`config.mk`:
```
export PLATFORM = sky130hd
export DESIGN_NAME = data_mem_ctrl
export DESIGN_NICKNAME = d
export VERILOG_FILES = /design/src/rtl/dmem_pkg.sv /design/src/rtl/dmem_array.sv /design/src/rtl/data_mem_ctrl.sv
export SDC_FILE = /design/constraint.sdc
export NUM_CORES = 2
export LEC_CHECK = 0
export BUFFER_PORTS_ARGS = -buffer_cell sky130_fd_sc_hd__buf_2
export CAP_MARGIN = 10
export CORE_ASPECT_RATIO = 1.2
export CORE_MARGIN = 2
export CORE_UTILIZATION = 56
export DETAILED_ROUTE_END_ITERATION = 6
export PLACE_DENSITY = 0.75
export SKIP_CTS_REPAIR_TIMING = 1
export SYNTH_ARGS = -nofsm -noshare
export SYNTH_HDL_FRONTEND = slang
export SYNTH_HIERARCHICAL = 1
export SYNTH_SLANG_ARGS = --single-unit
export TNS_END_PERCENT = 1
```
`constraint.sdc`:
```
create_clock -name clk -period 3.3 [get_ports clk]
set_input_delay 0.165 -clock clk [delete_from_list [all_inputs] [get_ports clk]]
set_output_delay 0.165 -clock clk [all_outputs]
set_load 0.01 [all_outputs]
```
`src/rtl/dmem_pkg.sv`:
```
// ============================================================================
// Module   : dmem_pkg
// Purpose  : Shared types and constants for the data-memory controller.
// Revision : 1.0 - initial release
// ============================================================================
`default_nettype none

package dmem_pkg;

  localparam int WORD_BYTES = 4;
  localparam int WAIT_W     = 4;

  typedef enum logic [1:0] {
    IDLE = 2'd0,
    WAIT = 2'd1,
    DONE = 2'd2
  } state_t;

  typedef enum logic {
    OP_RD = 1'b0,
    OP_WR = 1'b1
  } op_t;

endpackage

`default_nettype wire

```
`src/rtl/dmem_array.sv`:
```
// ============================================================================
// Module   : dmem_array
// Purpose  : Synchronous single-port word RAM, registered read, no reset.
// Revision : 1.0 - initial release
// ============================================================================
`default_nettype none

module dmem_array #(
  parameter int DEPTH = 64,
  parameter int IDX_W = $clog2(DEPTH)
) (
  input  logic             clk,
  input  logic             we,
  input  logic [IDX_W-1:0] idx,
  input  logic [31:0]      din,
  output logic [31:0]      dout
);

  logic [31:0] r_mem [DEPTH];

  // Read-before-write: dout shows the old word on the edge a write lands.
  always_ff @(posedge clk) begin
    if (we) begin
      r_mem[idx] <= din;
    end
    dout <= r_mem[idx];
  end

endmodule

`default_nettype wire

```
`src/rtl/data_mem_ctrl.sv`:
```
// ============================================================================
// Module   : data_mem_ctrl
// Purpose  : Multi-cycle data-memory controller with programmable wait states.
//            Define DMEM_ALIGN_CHECK_EN to flag and suppress misaligned accesses.
// Revision : 1.0 - initial release
// ============================================================================
`default_nettype none

module data_mem_ctrl
  import dmem_pkg::*;
#(
  parameter  int DEPTH       = 64,
  parameter  int WAIT_CYCLES = 2,
  localparam int IDX_W       = $clog2(DEPTH)
) (
  input  logic        clk,
  input  logic        reset,
  input  logic        mRD,
  input  logic        mWR,
  input  logic [31:0] addr,
  input  logic [31:0] wdata,
  output logic [31:0] rdata,
  output logic        busy,
  output logic        done,
  output logic        err
);

  localparam int                c_lsb  = $clog2(WORD_BYTES);
  localparam logic [WAIT_W-1:0] c_wait = WAIT_W'(WAIT_CYCLES);

  state_t             r_state;
  op_t                r_op;
  logic [WAIT_W-1:0]  r_cnt;
  logic [IDX_W-1:0]   r_idx;
  logic [31:0]        r_wdata;
  logic [31:0]        r_rdata;
  logic               r_mis;
  logic               r_busy;
  logic               r_done;
  logic               r_err;

  logic               w_mis_in;
  logic               w_we;
  logic               w_rd_fresh;
  logic [31:0]        w_dout;
  logic               w_unused_addr;

`ifdef DMEM_ALIGN_CHECK_EN
  assign w_mis_in = (addr[c_lsb-1:0] != '0);
`else
  assign w_mis_in = 1'b0;
`endif

  // Upper bits wrap the array; low bits only matter to the alignment check.
  assign w_unused_addr = ^{addr[31:IDX_W+c_lsb], addr[c_lsb-1:0]};

  assign w_we       = (r_state == WAIT) && (r_cnt == '0) && (r_op == OP_WR) && !r_mis;
  assign w_rd_fresh = (r_state == DONE) && (r_op == OP_RD) && !r_mis;

  dmem_array #(
    .DEPTH (DEPTH),
    .IDX_W (IDX_W)
  ) u_array (
    .clk  (clk),
    .we   (w_we),
    .idx  (r_idx),
    .din  (r_wdata),
    .dout (w_dout)
  );

  always_ff @(posedge clk or negedge reset) begin
    if (!reset) begin
      r_state <= IDLE;
      r_op    <= OP_RD;
      r_cnt   <= '0;
      r_idx   <= '0;
      r_wdata <= '0;
      r_rdata <= '0;
      r_mis   <= 1'b0;
      r_busy  <= 1'b0;
      r_done  <= 1'b0;
      r_err   <= 1'b0;
    end else begin
      case (r_state)
        IDLE: begin
          r_done <= 1'b0;
          r_err  <= 1'b0;
          if (mRD || mWR) begin
            r_idx   <= addr[IDX_W+c_lsb-1:c_lsb];
            r_wdata <= wdata;
            r_op    <= mWR ? OP_WR : OP_RD;
            r_mis   <= w_mis_in;
            r_cnt   <= c_wait;
            r_busy  <= 1'b1;
            r_state <= WAIT;
          end
        end
        WAIT: begin
          if (r_cnt == '0) begin
            r_busy  <= 1'b0;
            r_done  <= 1'b1;
            r_err   <= r_mis;
            r_state <= DONE;
          end else begin
            r_cnt <= r_cnt - 1'b1;
          end
        end
        DONE: begin
          // Array output is live this cycle; latch it so rdata holds afterwards.
          if (w_rd_fresh) begin
            r_rdata <= w_dout;
          end
          r_done  <= 1'b0;
          r_err   <= 1'b0;
          r_state <= IDLE;
        end
        default: begin
          r_busy  <= 1'b0;
          r_done  <= 1'b0;
          r_err   <= 1'b0;
          r_state <= IDLE;
        end
      endcase
    end
  end

  assign rdata = w_rd_fresh ? w_dout : r_rdata;
  assign busy  = r_busy;
  assign done  = r_done;
  assign err   = r_err;

endmodule

`default_nettype wire

```
==> insert_results.sql <==
INSERT INTO impl_metrics (metric_group, metric, value, unit) VALUES
('timing', 'whs', '-19.72', 'ps'),
('logic_synthesis', 'synthesis.yosys.warnings', '6', ''),
('power', 'leakagePower', '0.03195', 'uW'),
('clocking', 'clkLatencyLatePin', '840', 'ps'),
('logic_synthesis', 'seq_area_frac_synth', '0.7760', ''),
('setup_path', 'maximum_fanout_count_along_the_critical_path', '27', ''),
('placed_design', 'dp.cells', '6608', ''),
('logic_synthesis', 'post_synth_and_or_nand_nor_area_fraction', '0.02861', ''),
('logic_synthesis', 'yosys.area_share.adder', '0.0003029', ''),
('status', 'failed_checks', 'design-rule violations, negative hold slack, negative setup slack', ''),
('logic_synthesis', 'yosys_register_bits', '2159', ''),
('floorplanning', 'placement_rows', '154', ''),
('logic_synthesis', 'syn_inst', '4470', ''),
('timing', 'slew_at_the_pin_closest_to_its_max_slew_limit', '1303', 'ps'),
('layout', 'layout-drive-gt1-share', '0.2517', ''),
('clocking', 'clock_tree.buffer_depth', '3', ''),
('timing', 'period_minus_slack', '3422', 'ps'),
('timing', 'timing.final.max_slew_violations', '0', ''),
('logic_synthesis', 'mappedNetlistNets', '4540', ''),
('drt', 'finalWirelength', '231600', 'microns'),
('timing', 'setup_tns_final', '-228.0', 'ps'),
('timing', 'setup_violations', '3', ''),
('setup_path', 'worstPathBufferInverterCount', '2', ''),
('logic_synthesis', 'synth_edf_count', '2048', ''),
('floorplanning', 'floorplan.die.width', '354.6', 'microns'),
('logic_synthesis', 'synth.top_cell.area_share', '0.7443', ''),
('global_routing', 'first_pass_grt_wire_length', '327300', 'microns'),
('floorplanning', 'die_height', '424.8', 'microns'),
('timing', 'hold_violations', '10', ''),
('timing', 'timing.fmax', '292.2', 'MHz'),
('clocking', 'cts_root_buffer', 'sky130_fd_sc_hd__clkbuf_16', ''),
('power', 'ir_worst_vdd', '0.7207', 'mV'),
('timing', 'worst_slack', '-122.4', 'ps'),
('placed_design', 'hpwlAfterDp', '140500', 'microns'),
('logic_synthesis', 'complex_gate_fraction_of_the_synthesized_area', '0.08350', ''),
('drt', 'detail_route.drc_violations', '1', ''),
('logic_synthesis', 'synth.mux.area_fraction', '0.09333', ''),
('floorplanning', 'area_of_the_core', '146600', 'sq um'),
('job', 'drv.max_cap_violation_count', '0', ''),
('logic_synthesis', 'synth_top_family_by_area', 'multiplexers', ''),
('logic_synthesis', 'ys.flop_type', 'sky130_fd_sc_hd__edfxtp_1', ''),
('timing', 'rsz0062_at_grt', 'true', ''),
('layout', 'finalNetCount', '4966', ''),
('layout', 'final_common_cell', 'sky130_fd_sc_hd__edfxtp_1', ''),
('timing', 'finClkSkew', '45.75', 'ps'),
('global_routing', 'grt_start_max_net_pins', '80', ''),
('logic_synthesis', 'largest_cells_by_area_after_synthesis', 'sky130_fd_sc_hd__edfxtp_1 74%, sky130_fd_sc_hd__mux2i_1 3.1%, sky130_fd_sc_hd__mux2_2 2.9%', ''),
('clocking', 'clock_sinks', '2159', ''),
('logic_synthesis', 'synth_xor_xnor_area_share', '0', ''),
('timing', 'final.period_utilization', '1.037', ''),
('logic_synthesis', 'fraction_of_registers_with_async_set_or_reset_after_synthesis', '0.03659', ''),
('drt', 'drt-wirelength-per-cell', '33.02', 'microns'),
('drt', 'routed_via_density', '6.806', ''),
('drt', 'routed-via-count', '47730', ''),
('setup_path', 'worst_ep_required_time', '4060', 'ps'),
('layout', 'mostFrequentLayoutCells', '2048 x sky130_fd_sc_hd__edfxtp_1, 315 x sky130_fd_sc_hd__buf_4, 255 x sky130_fd_sc_hd__mux2i_1', ''),
('layout', 'instances_no_fill', '7013', ''),
('setup_path', 'crit_family', 'compound AO/OA/AOI/OAI gates', ''),
('timing', 'timing.slew.headroom', '0.1312', ''),
('drt', 'starting_drc_count_in_detailed_routing', '7620', ''),
('status', 'run_status', 'finished with violations', ''),
('power', 'power-per-cell-area', '925.3', 'nW/um^2'),
('floorplanning', 'initial_utilization', '0.5635', ''),
('clocking', 'cts_buffers', '194', ''),
('logic_synthesis', 'combined_area_of_all_synthesized_cells', '82620', 'sq um'),
('floorplanning', 'ioPinCount', '103', ''),
('clocking', 'cts.reportedPaths.clkPinSlew', '60', 'ps'),
('floorplanning', 'dieArea', '150600', 'sq um'),
('global_routing', 'globalRoute.totalOverflow', '0', ''),
('global_routing', 'first_global_vias', '46290', ''),
('setup_path', 'crit_arrival', '4180', 'ps');
==> worst reg2reg max path: cells and delay by family (launching register included) <==
kind                   cells  cell delay (ps)
AND/OR/NAND/NOR            2              900
buffers and inverters      2              740
AO/OA/AOI/OAI              3             1030
flip-flops                 1              700
==> cell type report <==
class,count,area [sq um],area share
timing repair buffer,540,5329,0.05549
tap,1950,2440,0.02541
sequential,2159,64170,0.6683
clock inverter,84,877.1,0.009134
antenna,6,15.01,0.0001564
clock buffer,273,5415,0.05639
multi-input combinational,1996,17750,0.1849
inverter,5,26.28,0.0002736
==> path summary, 6_finish.rpt <==
| path | startpoint | to | slack (ps) | cells after the start |
|---|---|---|---|---|
| max reg2reg | r_idx[0] | u_array/dout[27] | -120 | 7 |
| max | r_idx[0] | u_array/dout[27] | -120 | 7 |
| max in group asynchronous | reset | r_rdata[22] | 2390 | 3 |
| min reg2reg | u_array/dout[26] | r_rdata[26] | 480 | 1 |
| min | reset | r_wdata[10] | -20 | 2 |
| min in group clk | wdata[4] | r_wdata[4] | 90 | 3 |
==> report_power, final <==
group	total (uW)	internal [uW]	switching (uW)
combinational	28300	10600	17700
clock	22300	12400	9820
sequential	38300	34800	3430
total	88900	57900	31000
==> cell families after synthesis <==
| kind of cell | after synthesis |
|---|---|
| AO/OA/AOI/OAI | 942 |
| flip-flops | 2159 |
| other | 1 |
| adder cells (fa/ha/maj) | 2 |
| buffers and inverters | 315 |
| AND/OR/NAND/NOR | 446 |
| multiplexers | 605 |
==> metrics by stage <==
step / instance area (sq um) / utilization / worst slack (ps)
final: 96030 / 0.6549 / -122.4
after global routing: 96020 / 0.6548 / -92.50
after CTS: 95500 / 0.6513 / -40.15
after detailed placement: 89210 / 0.6084 / -23.84
after global placement: 89210 / 0.6084 / 27.02
after floorplan: 82620 / - / -301.3
==> flip-flops by register name, summed over array words and instances, names as in the netlist <==
| register | flops |
|---|---|
| u_array/r_mem | 2048 |
| r_rdata | 32 |
| r_wdata | 32 |
| u_array/dout | 32 |
| r_idx | 6 |
| r_cnt | 4 |
| r_state | 2 |
| busy | 1 |
| done | 1 |
| r_op | 1 |
==> routing by layer <==
layer  global-route usage  wire (microns)  share of wire
met1               0.3935           79240           0.34
met2               0.4777          109000           0.47
met3              0.06807           27540           0.12
met4               0.1808           15790          0.068
met5                    0              30        0.00013
==> synthesized netlist by cell type (all sizes together), types with 4 or more instances <==
| library cell | n |
|---|---|
| a21oi | 122 |
| a222oi | 16 |
| inv | 5 |
| mux2 | 249 |
| or3 | 4 |
| dfxtp | 32 |
| or4 | 16 |
| buf | 141 |
| mux2i | 260 |
| o2bb2ai | 15 |
| dfrtp | 79 |
| mux4 | 96 |
| edfxtp | 2048 |
| nor2b | 10 |
| o22ai | 94 |
| a221oi | 175 |
| nor2 | 151 |
| nor4 | 14 |
| a211oi | 17 |
| o22a | 70 |
| a221o | 15 |
| nand2 | 30 |
| nand2b | 20 |
| a31oi | 43 |
| a2111oi | 15 |
| or4b | 14 |
| clkbuf | 169 |
| o221ai | 6 |
| nor3 | 25 |
| and2 | 6 |
| a22oi | 188 |
| nand3 | 55 |
| o21ai | 88 |
| a22o | 67 |
| and3 | 86 |
Note: power is estimated with default switching activity, not from simulation.
